### src/rtl/fix_length_packets2bytes_pkg.sv
// Shared types and helpers for the fixed-length packet-to-byte serializer.
package flp2b_pkg;
  typedef enum logic {IDLE = 1'b0, IN_PKT = 1'b1} pkt_state_e;

  localparam int BYTES_PER_WORD = 4;

  // Bytes carried by a word: a full word unless it ends the packet with padding.
  function automatic logic [2:0] nbytes(input logic eop, input logic [1:0] empty);
    nbytes = eop ? (3'(BYTES_PER_WORD) - {1'b0, empty}) : 3'(BYTES_PER_WORD);
  endfunction
endpackage

### src/rtl/fix_length_packets2bytes_if.sv
// Avalon-ST 32-bit word sink plus 8-bit byte source; slave is the serializer side.
interface fix_length_packets2bytes_if;
  logic [31:0] asi_in0_data;
  logic        asi_in0_valid;
  logic        asi_in0_ready;
  logic        asi_in0_startofpacket;
  logic        asi_in0_endofpacket;
  logic [1:0]  asi_in0_empty;
  logic [7:0]  aso_out0_data;
  logic        aso_out0_valid;
  logic        aso_out0_ready;
  logic        aso_out0_startofpacket;
  logic        aso_out0_endofpacket;

  modport slave (
    input  asi_in0_data, asi_in0_valid, asi_in0_startofpacket, asi_in0_endofpacket,
           asi_in0_empty, aso_out0_ready,
    output asi_in0_ready, aso_out0_data, aso_out0_valid, aso_out0_startofpacket,
           aso_out0_endofpacket
  );

  modport master (
    output asi_in0_data, asi_in0_valid, asi_in0_startofpacket, asi_in0_endofpacket,
           asi_in0_empty, aso_out0_ready,
    input  asi_in0_ready, aso_out0_data, aso_out0_valid, aso_out0_startofpacket,
           aso_out0_endofpacket
  );
endinterface

### src/rtl/fix_length_packets2bytes_word_shifter.sv
// One-word holding register that walks its bytes out MSB-first.
module flp2b_word_shifter
  import flp2b_pkg::*;
(
  input  logic        clock_clk,
  input  logic        reset_reset,
  input  logic        load,
  input  logic [31:0] load_data,
  input  logic        load_sop,
  input  logic        load_eop,
  input  logic [1:0]  load_empty,
  input  logic        out_ready,
  output logic        busy,
  output logic        last_byte,
  output logic [7:0]  byte_data,
  output logic        byte_sop,
  output logic        byte_eop
);
  logic [31:0] hold_q, hold_d;
  logic [1:0]  idx_q, idx_d;
  logic [2:0]  nb_q, nb_d;
  logic        busy_q, busy_d;
  logic        sop_q, sop_d;
  logic        eop_q, eop_d;

  assign busy      = busy_q;
  assign last_byte = ({1'b0, idx_q} == (nb_q - 3'd1));
  // idx 0 selects [31:24]; inverting idx turns it into a byte lane number.
  assign byte_data = hold_q[{~idx_q, 3'b000} +: 8];
  assign byte_sop  = busy_q & sop_q & (idx_q == 2'd0);
  assign byte_eop  = busy_q & eop_q & last_byte;

  always_comb begin
    hold_d = hold_q;
    idx_d  = idx_q;
    nb_d   = nb_q;
    busy_d = busy_q;
    sop_d  = sop_q;
    eop_d  = eop_q;
    if (load) begin
      hold_d = load_data;
      idx_d  = 2'd0;
      nb_d   = nbytes(load_eop, load_empty);
      busy_d = 1'b1;
      sop_d  = load_sop;
      eop_d  = load_eop;
    end else if (busy_q && out_ready) begin
      if (last_byte) busy_d = 1'b0;
      else           idx_d  = idx_q + 2'd1;
    end
  end

  always_ff @(posedge clock_clk or posedge reset_reset) begin
    if (reset_reset) begin
      hold_q <= '0;
      idx_q  <= '0;
      nb_q   <= '0;
      busy_q <= 1'b0;
      sop_q  <= 1'b0;
      eop_q  <= 1'b0;
    end else begin
      hold_q <= hold_d;
      idx_q  <= idx_d;
      nb_q   <= nb_d;
      busy_q <= busy_d;
      sop_q  <= sop_d;
      eop_q  <= eop_d;
    end
  end
endmodule

### src/rtl/fix_length_packets2bytes.sv
// Packet-to-byte serializer: packet FSM, word counter, optional length checker.
// Define FLP2B_LENGTH_CHECK_EN to enable err_len reporting.
module fix_length_packets2bytes
  import flp2b_pkg::*;
#(
  parameter int PKT_WORDS = 64,
  parameter int CNT_W     = 13
) (
  input  logic                       clock_clk,
  input  logic                       reset_reset,
  fix_length_packets2bytes_if.slave  bus,
  output logic                       err_len
);
  localparam logic [CNT_W-1:0] CNT_MAX = '1;

  logic             busy, last_byte, in_ready, accept, load;
  pkt_state_e       state_q, state_d;
  logic [CNT_W-1:0] cnt_q, cnt_d;

  // Reload on the final byte's transfer keeps the byte stream gap-free.
  assign in_ready          = !busy | (last_byte & bus.aso_out0_ready);
  assign bus.asi_in0_ready = in_ready;
  assign accept            = bus.asi_in0_valid & in_ready;
  // Words outside a packet (no SOP while IDLE) are swallowed.
  assign load              = accept & (bus.asi_in0_startofpacket | (state_q == IN_PKT));
  assign bus.aso_out0_valid = busy;

  flp2b_word_shifter u_shifter (
    .clock_clk   (clock_clk),
    .reset_reset (reset_reset),
    .load        (load),
    .load_data   (bus.asi_in0_data),
    .load_sop    (bus.asi_in0_startofpacket),
    .load_eop    (bus.asi_in0_endofpacket),
    .load_empty  (bus.asi_in0_empty),
    .out_ready   (bus.aso_out0_ready),
    .busy        (busy),
    .last_byte   (last_byte),
    .byte_data   (bus.aso_out0_data),
    .byte_sop    (bus.aso_out0_startofpacket),
    .byte_eop    (bus.aso_out0_endofpacket)
  );

  always_comb begin
    state_d = state_q;
    cnt_d   = cnt_q;
    if (accept) begin
      if (bus.asi_in0_startofpacket) begin
        state_d = bus.asi_in0_endofpacket ? IDLE : IN_PKT;
        cnt_d   = CNT_W'(1);
      end else if (state_q == IN_PKT) begin
        cnt_d = (cnt_q == CNT_MAX) ? cnt_q : cnt_q + CNT_W'(1);
        if (bus.asi_in0_endofpacket) state_d = IDLE;
      end
    end
  end

  always_ff @(posedge clock_clk or posedge reset_reset) begin
    if (reset_reset) begin
      state_q <= IDLE;
      cnt_q   <= '0;
    end else begin
      state_q <= state_d;
      cnt_q   <= cnt_d;
    end
  end

`ifdef FLP2B_LENGTH_CHECK_EN
  localparam logic [CNT_W-1:0] PKT_LEN = CNT_W'(PKT_WORDS);
  logic err_d, err_q;

  // cnt_d is the ordinal of the word being accepted this cycle.
  assign err_d = load & (bus.asi_in0_endofpacket ? (cnt_d != PKT_LEN) : (cnt_d == PKT_LEN));

  always_ff @(posedge clock_clk or posedge reset_reset) begin
    if (reset_reset) err_q <= 1'b0;
    else             err_q <= err_d;
  end

  assign err_len = err_q;
`else
  assign err_len = 1'b0;
`endif
endmodule

### src/flat_wrapper.sv
// flat-port wrapper written by rule: the top's interface ports become plain ports
module fix_length_packets2bytes_flat import flp2b_pkg::*;
#(
  parameter int PKT_WORDS = 64,
  parameter int CNT_W     = 13
)
  (clock_clk, reset_reset, err_len, bus_asi_in0_data, bus_asi_in0_valid, bus_asi_in0_startofpacket, bus_asi_in0_endofpacket, bus_asi_in0_empty, bus_aso_out0_ready, bus_asi_in0_ready, bus_aso_out0_data, bus_aso_out0_valid, bus_aso_out0_startofpacket, bus_aso_out0_endofpacket);
  fix_length_packets2bytes_if bus_i ();
  input  logic clock_clk;
  input  logic reset_reset;
  output logic err_len;
  input wire logic [$bits(bus_i.asi_in0_data)-1:0] bus_asi_in0_data;
  input wire logic [$bits(bus_i.asi_in0_valid)-1:0] bus_asi_in0_valid;
  input wire logic [$bits(bus_i.asi_in0_startofpacket)-1:0] bus_asi_in0_startofpacket;
  input wire logic [$bits(bus_i.asi_in0_endofpacket)-1:0] bus_asi_in0_endofpacket;
  input wire logic [$bits(bus_i.asi_in0_empty)-1:0] bus_asi_in0_empty;
  input wire logic [$bits(bus_i.aso_out0_ready)-1:0] bus_aso_out0_ready;
  output wire logic [$bits(bus_i.asi_in0_ready)-1:0] bus_asi_in0_ready;
  output wire logic [$bits(bus_i.aso_out0_data)-1:0] bus_aso_out0_data;
  output wire logic [$bits(bus_i.aso_out0_valid)-1:0] bus_aso_out0_valid;
  output wire logic [$bits(bus_i.aso_out0_startofpacket)-1:0] bus_aso_out0_startofpacket;
  output wire logic [$bits(bus_i.aso_out0_endofpacket)-1:0] bus_aso_out0_endofpacket;
  assign bus_i.asi_in0_data = bus_asi_in0_data;
  assign bus_i.asi_in0_valid = bus_asi_in0_valid;
  assign bus_i.asi_in0_startofpacket = bus_asi_in0_startofpacket;
  assign bus_i.asi_in0_endofpacket = bus_asi_in0_endofpacket;
  assign bus_i.asi_in0_empty = bus_asi_in0_empty;
  assign bus_i.aso_out0_ready = bus_aso_out0_ready;
  assign bus_asi_in0_ready = bus_i.asi_in0_ready;
  assign bus_aso_out0_data = bus_i.aso_out0_data;
  assign bus_aso_out0_valid = bus_i.aso_out0_valid;
  assign bus_aso_out0_startofpacket = bus_i.aso_out0_startofpacket;
  assign bus_aso_out0_endofpacket = bus_i.aso_out0_endofpacket;
  fix_length_packets2bytes #(.PKT_WORDS(PKT_WORDS), .CNT_W(CNT_W)) u_core (.clock_clk(clock_clk), .reset_reset(reset_reset), .bus(bus_i), .err_len(err_len));
endmodule
### config.mk
export PLATFORM = sky130hd
export DESIGN_NAME = fix_length_packets2bytes_flat
export DESIGN_NICKNAME = d
export VERILOG_FILES = /design/src/rtl/fix_length_packets2bytes_pkg.sv /design/src/rtl/fix_length_packets2bytes_if.sv /design/src/rtl/fix_length_packets2bytes_word_shifter.sv /design/src/rtl/fix_length_packets2bytes.sv /design/src/flat_wrapper.sv
export SDC_FILE = /design/constraint.sdc
export NUM_CORES = 1
export LEC_CHECK = 0
export ABC_AREA = 1
export CAP_MARGIN = 20
export CORE_ASPECT_RATIO = 0.6
export CORE_UTILIZATION = 35
export CTS_CLUSTER_DIAMETER = 200
export DETAILED_ROUTE_END_ITERATION = 6
export GPL_ROUTABILITY_DRIVEN = 0
export GPL_TIMING_DRIVEN = 0
export SLEW_MARGIN = 40
export SYNTH_ARGS = -nofsm -noshare
export SYNTH_HDL_FRONTEND = slang
export SYNTH_SLANG_ARGS = --single-unit
### constraint.sdc
create_clock -name clock_clk -period 1.6 [get_ports clock_clk]
set_clock_uncertainty 0.1 [all_clocks]
set_input_delay 0.32 -clock clock_clk [delete_from_list [all_inputs] [get_ports clock_clk]]
set_output_delay 0.32 -clock clock_clk [all_outputs]
set_load 0.01 [all_outputs]
## Word level (Yosys, flattened, before mapping)

Cells that the tools add are included.

- Eq/ne operators: 2
- Divide/modulo/power cells: 0
- Reductions and logical operators: 7
- Shifts and indexed selects: 1
- Multipliers: 0
- Mux-type cells: 10
- $lt $le $gt $ge: 0
- $add $sub $neg: 3
- Bitwise operators: 10

Operator list:

| operator | count |
|---|---|
| $shiftx A32 B6 Y8 | 1 |
| $and A1 B1 Y1 | 7 |
| $mux W1 | 6 |
| $mux W2 | 3 |
| $reduce_and A2 Y1 | 2 |
| $reduce_bool A2 Y1 | 2 |
| $eq A2 B3 Y1 | 1 |
| $mux W3 | 1 |
| $sub A3 B1 Y3 const B | 1 |
| $sub A3 B2 Y3 const A | 1 |
| $add A2 B1 Y2 const B | 1 |
| $logic_not A2 Y1 | 1 |
| $ne A2 B2 Y1 const B | 1 |
| $not A2 Y2 | 1 |
| $or A1 B1 Y1 | 2 |
| $logic_and A1 B1 Y1 | 1 |
| $logic_not A1 Y1 | 1 |

- Bits in latches: 0
- Output and inout bits: 13
- Memories kept: 0
- RAM bits: 0
- Word-level logic and storage cells: 40
- Bits in registers: 41
- Memory bits (read-only): 0

## Logic depth before layout (Yosys ltp)

Gate-level depths: netlist of run 1.

- Depth in word-level cells: 8
- Mapped depth: 11
- Mapped depth without buffers: 11

## By module

From an unflattened synthesis of run 1, not the netlist that was laid out.

- Cell total of the unflattened synthesis: 250
- Area, all modules: 2001.9 um^2

By module, submodules not included:

| module | times used | cells an instance | area each (um^2) | seq. area each (um^2) |
|---|---|---|---|---|
| flp2b_word_shifter | 1 | 237 | 1921.8 | 1001.0 |
| fix_length_packets2bytes | 1 | 13 | 80.1 | 25.0 |

## Least setup slack after synthesis of run 1

No wires, ideal clock.

- Kind: register -> output
- Start point: register u_core.u_shifter.nb_q[0]
- End point: output bus_asi_in0_ready
- Arrival time: 1.227 ns
- Stages on the path, launching flop included: 9
- Slack: -0.047 ns
- Buffers on the path: 1
- Required time: 1.180 ns
- Path through: dfrtp_1 inv_1 ha_1 inv_1 nand2_1 nand2_1 nand4_1 nand2_1 buf_4

- Longest elaborated chain between the ends: 4

Ends and longest elaborated chain:

| what | RTL line | text |
|---|---|---|
| start: declaration | fix_length_packets2bytes_word_shifter.sv:21 | `logic [2:0] nb_q, nb_d;` |
| start signal: assignment | fix_length_packets2bytes_word_shifter.sv:64 | `nb_q <= nb_d;` |
| $sub A3 B1 Y3 | fix_length_packets2bytes_word_shifter.sv:27 | `assign last_byte = ({1'b0, idx_q} == (nb_q - 3'd1));` |
| $eq A2 B3 Y1 | fix_length_packets2bytes_word_shifter.sv:27 |  |
| $and A1 B1 Y1 | fix_length_packets2bytes.sv:21 | `assign in_ready = !busy \| (last_byte & bus.aso_out0_ready);` |
| $or A1 B1 Y1 | fix_length_packets2bytes.sv:21 |  |
| end: declaration | flat_wrapper.sv:18 | `output wire logic [$bits(bus_i.asi_in0_ready)-1:0] bus_asi_in0_ready;` |

No other way between the ends.

## Final worst setup path of run 1

Ends and elaborated chain as after synthesis.

==> results of run 1 <==
==> what timing repair did <==
item                       CTS  global route
setup endpoints to repair   53            52
pin swaps                    8            13
gates resized for setup     72            53
gates cloned                 2             3
hold endpoints to repair     0             0
setup buffers               12             6
==> critical path: cells and delay by family, from the launching register on <==
kind / cells / cell delay (ns)
simple gates: 4 / 0.40
flops: 1 / 0.38
fa+ha+maj: 1 / 0.27
buf+inv: 3 / 0.25
==> layout by cell type (no fill, tap or decap), drive strengths merged <==
cell            n
or2             2
dfrtp          41
o21ai          18
clkbuf         15
ha              3
nand3           3
dlygate4sd2     2
buf            43
nand4          40
clkinvlp        1
xnor2           1
conb            1
nor2           20
o22ai           8
clkdlybuf4s50  39
nand2          94
inv            15
==> cell usage after synthesis, drive strengths merged <==
library cell	instances	share of area, %
buf	12	5.0
clkbuf	8	1.4
conb	1	0.18
dfrtp	41	48
ha	3	1.8
inv	15	2.7
nand2	94	17
nand3	3	0.94
nand4	40	12
nor2	20	3.5
o21ai	18	4.2
o22ai	8	2.3
or2	2	0.59
xnor2	1	0.41
==> cell families after synthesis <==
logic type               share of synthesized area, %
AND/OR/NAND/NOR                                  34.0
flip-flops                                       48.0
buffers and inverters                            9.12
AO/OA/AOI/OAI                                    6.55
adder cells (fa/ha/maj)                          1.75
XOR/XNOR                                        0.409
other                                           0.175
==> power by group <==
| group | switching (mW) | internal, mW |
|---|---|---|
| Sequential | 0.394 | 1.55 |
| Clock | 0.371 | 0.342 |
| Combinational | 2.11 | 2.02 |
==> layer usage <==
| layer | GRT usage (%) | vias to the layer above | share of wire (%) |
|---|---|---|---|
| met5 | 0 | - | 0 |
| met4 | 2.46 | 0 | 0.34 |
| met3 | 4.36 | 2 | 5.5 |
| met2 | 31.3 | 53 | 43 |
| met1 | 33.2 | 1030 | 51 |
| li1 | - | 1048 | - |
==> layout make-up <==
class	instances	area [µm²]	area share, %
clock buffer	6	82.6	2.49
clock inverter	1	7.51	0.226
sequential	41	1030	30.9
tap	80	100	3.02
timing repair buffer	73	732	22.1
inverter	15	66.3	2.00
multi-input combinational	190	1120	33.7
buffer	20	186	5.62
==> sequential cells by signal (all words and copies together), names as in the netlist <==
| name | cells |
|---|---|
| u_core.u_shifter.hold_q | 32 |
| u_core.u_shifter.sop_q | 1 |
| u_core.u_shifter.nb_q | 3 |
| u_core.u_shifter.busy | 1 |
| u_core.u_shifter.eop_q | 1 |
| u_core.state_q | 1 |
| u_core.u_shifter.idx_q | 2 |
==> path summary, 6_finish.rpt <==
kind / startpoint / to / slack (ns)
setup / recovery: u_core.u_shifter.nb_q[0] / bus_asi_in0_ready / -0.40
min in group clock_clk: u_core.u_shifter.hold_q[19] / u_core.u_shifter.hold_q[19] / 0.37
max in group asynchronous: reset_reset / u_core.u_shifter.busy / 0.69
hold reg to reg: u_core.u_shifter.hold_q[19] / u_core.u_shifter.hold_q[19] / 0.37
setup reg to reg: u_core.u_shifter.nb_q[0] / u_core.u_shifter.hold_q[11] / -0.29
hold / removal: reset_reset / u_core.u_shifter.nb_q[1] / 0.33
==> flow_summary.rst, run 1 <==
.. list-table::
   :header-rows: 1

   * - Metric
     - Value
   * - Largest net degree at the start of global routing
     - 42
   * - Area overhead of the layout relative to synthesis
     - 55.1%
   * - Clock tree root driver cell
     - clkbuf_8
   * - Count of non-filler cells in the finished layout
     - 426
   * - Via count of the first global-routing pass
     - 2038
   * - Crit end category
     - output pin
   * - Synthesized netlist net count
     - 309
   * - Sink count of the clock tree
     - ~40
   * - Number of diodes
     - 0
   * - Max capacitance violation total
     - 0
   * - Outcome
     - finished, violations left
   * - GRT Util Overall
     - 21.4%
   * - Via count
     - around 2100
   * - Smallest hold slack
     - 0.328 ns
   * - Cell-by-cell trace of the critical path
     - inv_2 -> ha_4 -> nand2_1 -> nand2_2 -> nand4_1 -> nand2_2 -> buf_6 -> buf_6
   * - Critical Path Fanout Max
     - 2
   * - Total CTS buffers
     - 5
   * - Die area
     - around 6400 µm²
   * - Violated checks
     - negative setup slack
   * - Detailed-route wire length per cell
     - 16.0 µm
   * - Number of nets still failing antenna checks after routing
     - 0
   * - Area of all placed cells without fillers
     - 3320 µm²
   * - Count of final max-slew check failures
     - 0
   * - Half-perimeter wire length after detailed placement
     - 4490 µm
   * - Wire length after detailed routing
     - 6810 µm
   * - Clock latency on the worst-skew pair
     - slightly below 0.3 ns
   * - Average instance area after synthesis
     - 8.04 µm²
   * - Hold crit path type
     - in2async
   * - Max-slew headroom
     - 62.1%
   * - Wire length of the first global-routing pass
     - 10400 µm
   * - Leakage
     - between 1.5 and 2 nW
   * - Crit path setup slack, layout
     - -0.398 ns
   * - Number of cell instances on the worst register-to-register path
     - 11
   * - Worst slack, placed
     - -0.670 ns
   * - Max Clock Freq
     - approximately 500 MHz
   * - Total cell area at the placement stage
     - 2760 µm²
   * - Detailed-route DRC error count
     - 0
   * - Flop and latch count out of synthesis
     - 41
   * - GRT Residual Overflow
     - 0
   * - Core region area
     - 5730 µm²
   * - Cell Count Post-Placement
     - between 300 and 400
   * - Final setup violation count
     - 52
   * - Worst setup SP type
     - flop
   * - Count of routing violations after the opening detailed-route iteration
     - just over 100
   * - Horizontal extent of the die
     - 103 µm
   * - Routed vias/inst
     - 5.01
   * - Share of final-layout standard cells stronger than drive strength 1
     - between 30 and 40%
   * - Startpoint-to-endpoint class of the critical path
     - reg2out
   * - Count of fill cells added during filler insertion
     - 547
   * - Pre-Repair DR Iteration Count
     - 4
   * - Data arrival time of the critical path
     - 1.58 ns
   * - Initial Util
     - 37.4%
   * - Count of input and output buffers
     - 51
   * - Number of primary I/O pins
     - 53
   * - Worst Max-Slew Pin Slew
     - 0.569 ns
   * - Data required, critical path
     - 1.18 ns
   * - Final worst path period share
     - 125%
   * - Total Power Consumption
     - 6.79 mW
   * - CTS tree
     - yes
   * - Final total negative setup slack
     - -13.99 ns
   * - Post-synthesis instance area
     - 2140 µm²
   * - Synth unique cells
     - 23
   * - # rows
     - 21
   * - Longest individual stage delay on the worst path
     - between 0.3 and 0.4 ns
   * - Clock input transition at the sequential cells of the worst setup and hold paths
     - 0.08 ns
   * - Setup repair after global routing missed its margin
     - true
   * - Final hold viol count
     - 0
   * - Number of nets in the final layout
     - 389
   * - Clock period minus worst slack
     - around 2 ns
   * - Post-CTS Hold Fix Bufs
     - 0
   * - Areal power density over the cells
     - 2050 nW/µm²
   * - IR drop worst, VDD
     - 0.000739 V
   * - Number of antenna violations at the first check in global routing
     - 0
   * - Number of buffers on the longest clock path
     - 2
   * - Util after Layout
     - 58.0%
   * - Number of levels in the clock H-tree
     - 2
   * - Sequential fraction of the synthesis area
     - between 40 and 50%
   * - Worst-path cell with the longest stage delay
     - dfrtp_1
   * - Floorplan die height
     - around 63 µm
   * - Yosys warning count
     - 0
   * - Synthesized instance count
     - about 270
No activity file was read; power rests on OpenSTA's default activity.
==> run 2, diff against run 1 <==
--- a/config.mk
+++ b/config.mk
@@ -9,6 +9,7 @@
 export CAP_MARGIN = 20
 export CORE_ASPECT_RATIO = 0.6
 export CORE_UTILIZATION = 35
+export CTS_BUF_LIST = sky130_fd_sc_hd__clkbuf_16
 export CTS_CLUSTER_DIAMETER = 200
 export DETAILED_ROUTE_END_ITERATION = 6
 export GPL_ROUTABILITY_DRIVEN = 0
==> run 2 against run 1 <==
Against the previous run: sequential power increased by 2%; critical endpoint unchanged; cell area increased by 2.3%; count of clock-buffer cells in the layout shrank 1; combinational power is essentially flat; the run still ends with negative setup slack left; setup slack better by 0.0086 ns.
==> flow_summary.rst, run 2 (synthesis results as in run 1) <==
.. list-table::
   :header-rows: 1

   * - Metric
     - Value
   * - Final hold viol count
     - 0
   * - Internal Power
     - 4.13 mW
   * - Outcome
     - finished, violations left
   * - Most frequent standard cell in the layout excluding fill and tap cells
     - nand2_1
   * - Count of non-filler cells in the finished layout
     - 427
   * - Top library cells by usage in the layout, fill and taps aside
     - nand2_1, nand2_2, dfrtp_1, nand4_1, clkdlybuf4s50_1
   * - Initial Util
     - a little under two fifths
   * - Switching Share
     - 41.7%
   * - Data arrival time of the critical path
     - 1.57 ns
   * - Via count of the first global-routing pass
     - 2023
   * - Number of levels in the clock H-tree
     - 2
   * - CTS tree
     - yes
   * - Max-slew headroom
     - around two thirds
   * - Wire length after detailed routing
     - 6920 µm
   * - Smallest hold slack
     - 0.340 ns
   * - Number of diodes
     - 0
   * - Via count
     - approximately 2200
   * - Count of fill cells added during filler insertion
     - around 540
   * - Clock share of power
     - 13.6%
   * - Wire length of the first global-routing pass
     - roughly 10000 µm
   * - Largest net degree at the start of global routing
     - between 40 and 50
   * - Routed vias/inst
     - 5.07
   * - Pre-Repair DR Iteration Count
     - 5
   * - Sink count of the clock tree
     - 41
   * - Crit path setup slack, layout
     - -0.389 ns
   * - Final setup violation count
     - 52
   * - Cell Count Post-Placement
     - between 300 and 400
   * - Hold crit path type
     - in2async
   * - Total CTS buffers
     - 5
   * - # rows
     - 21
   * - Share of final-layout standard cells stronger than drive strength 1
     - 36.3%
   * - Core region area
     - 5730 µm²
   * - Worst setup SP type
     - flop
   * - Clock tree root driver cell
     - clkbuf_16
   * - Clock period minus worst slack
     - 1.99 ns
   * - Largest registers
     - u_core.u_shifter.hold_q x32, u_core.u_shifter.nb_q x3, u_core.u_shifter.idx_q x2
   * - Area of all placed cells without fillers
     - around 3400 µm²
   * - Worst Max-Slew Pin Slew
     - approximately 0.52 ns
   * - Crit end category
     - output pin
   * - Gate power share
     - 58.4%
   * - Max capacitance violation total
     - 0
   * - Count of input and output buffers
     - 51
   * - Power dissipated by switching net loads
     - 2.95 mW
   * - Half-perimeter wire length after detailed placement
     - 4490 µm
   * - Horizontal extent of the die
     - ~100 µm
   * - Number of buffers on the longest clock path
     - 2
   * - Critical Path Fanout Max
     - 2
   * - Post-CTS Hold Fix Bufs
     - 0
   * - Violated checks
     - negative setup slack
   * - Number of flip-flops in the largest register
     - 32
   * - Detailed-route DRC error count
     - 0
   * - Count of routing violations after the opening detailed-route iteration
     - 138
   * - Max Clock Freq
     - 503 MHz
   * - Clock latency on the worst-skew pair
     - 0.28 ns
   * - Area overhead of the layout relative to synthesis
     - 58.7%
   * - Number of primary I/O pins
     - 53
   * - Util after Layout
     - 59.3%
   * - Areal power density over the cells
     - 2090 nW/µm²
   * - Setup repair after global routing missed its margin
     - true
   * - Detailed-route wire length per cell
     - 16.2 µm
   * - Final worst path period share
     - 124%
   * - Die area
     - around 6400 µm²
   * - GRT Residual Overflow
     - 0
   * - Leakage
     - about 1.6 nW
   * - GRT Util Overall
     - approximately a fifth
   * - IR drop worst, VDD
     - 0.000895 V
   * - Total cell area at the placement stage
     - 2760 µm²
   * - Floorplan die height
     - 62.6 µm
   * - Number of antenna violations at the first check in global routing
     - 0
   * - Number of nets in the final layout
     - 390
   * - Count of final max-slew check failures
     - 0
   * - Number of nets still failing antenna checks after routing
     - 0
   * - Relative contribution of sequential cells to total power
     - between 20% and 30%
   * - Startpoint-to-endpoint class of the critical path
     - reg2out
   * - Register bank with the most flops
     - u_core.u_shifter.hold_q
   * - Clock input transition at the sequential cells of the worst setup and hold paths
     - 0.06 ns
   * - Data required, critical path
     - 1.18 ns
## run 2: cell types whose count changed in the layout (fill, tap and decap cells not counted), sizes merged
cell / before / now
dlymetal6s2s: 0 / 1
buf: 43 / 45
clkinv: 0 / 1
dlygate4sd2: 2 / 1
clkbuf: 15 / 13
## run 2: power by group through the flow
| stage | combinational (mW) | clock, mW | sequential (mW) |
|---|---|---|---|
| floorplan | 1.83 | 0 | 1.78 |
| detailed placement | 2.88 | 0 | 1.87 |
| global route | 4.46 | 1.03 | 2.05 |
| CTS | 3.45 | 0.976 | 1.88 |
| finish | 4.13 | 0.963 | 1.99 |
| global placement | 2.83 | 0 | 1.87 |
## run 2: worst paths after layout
check	start	endpoint	slack, ns	cells after the start
worst max register to register	u_core.u_shifter.nb_q[0]	u_core.u_shifter.hold_q[7]	-0.33	11
worst min register to register	u_core.u_shifter.hold_q[19]	u_core.u_shifter.hold_q[19]	0.38	2
worst max-delay path	u_core.u_shifter.nb_q[0]	bus_asi_in0_ready	-0.39	8
worst min-delay path	reset_reset	u_core.u_shifter.hold_q[27]	0.34	2
min in group clock_clk	u_core.u_shifter.hold_q[19]	u_core.u_shifter.hold_q[19]	0.38	2
max in group asynchronous	reset_reset	u_core.u_shifter.busy	0.67	2
## run 2: per-layer routing
| layer | up-vias | GRT usage (%) | wire length, µm |
|---|---|---|---|
| met5 | - | 0 | 0 |
| met4 | 0 | 0.704 | 16 |
| met3 | 3 | 5.03 | 546 |
| met2 | 69 | 31.2 | 3050 |
| met1 | 1042 | 32.9 | 3310 |
| li1 | 1051 | - | - |
## run 2: stage by stage
stage | TNS, ns | worst slack (ns) | power [mW]
final | -15.56 | -0.389 | 7.08
after global routing | -19.43 | -0.441 | 7.54
after CTS | -13.10 | -0.412 | 6.30
after detailed placement | -18.97 | -0.670 | 4.76
after global placement | -47.55 | -0.702 | 4.70
after floorplan | -0.855 | -0.0245 | 3.61
## run 2: layout make-up
type | instances | area (µm²) | area share, %
flip-flops and latches | 41 | 1030 | 30.3
inverters | 15 | 66.3 | 1.95
clock inverters | 2 | 11.3 | 0.332
repair buffers | 74 | 723 | 21.3
clock buffers | 5 | 125 | 3.69
well taps | 80 | 100 | 2.95
multi-input cells | 190 | 1150 | 34.0
plain buffers | 20 | 188 | 5.53
## run 2: timing repair
item | in CTS | in global routing
resized for setup | 70 | 74
setup endpoints to repair | 53 | 53
setup buffers | 12 | 6
pin swaps | 8 | 11
gates cloned | 3 | 3
## run 2: critical path, cell delays in order, from the launching register on
cell and delay, ns:
dfrtp_1 0.37, inv_2 0.06, ha_4 0.27, nand2_2 0.06
nand2_2 0.11, nand4_1 0.11, nand2_2 0.11, buf_6 0.10
buf_6 0.09
==> run 3, diff against run 2 <==
--- a/config.mk
+++ b/config.mk
@@ -6,7 +6,6 @@
 export NUM_CORES = 1
 export LEC_CHECK = 0
 export ABC_AREA = 1
-export CAP_MARGIN = 20
 export CORE_ASPECT_RATIO = 0.6
 export CORE_UTILIZATION = 35
 export CTS_BUF_LIST = sky130_fd_sc_hd__clkbuf_16
==> results of run 3 <==
Final layout, timing and power as in run 2 (identical DEF).
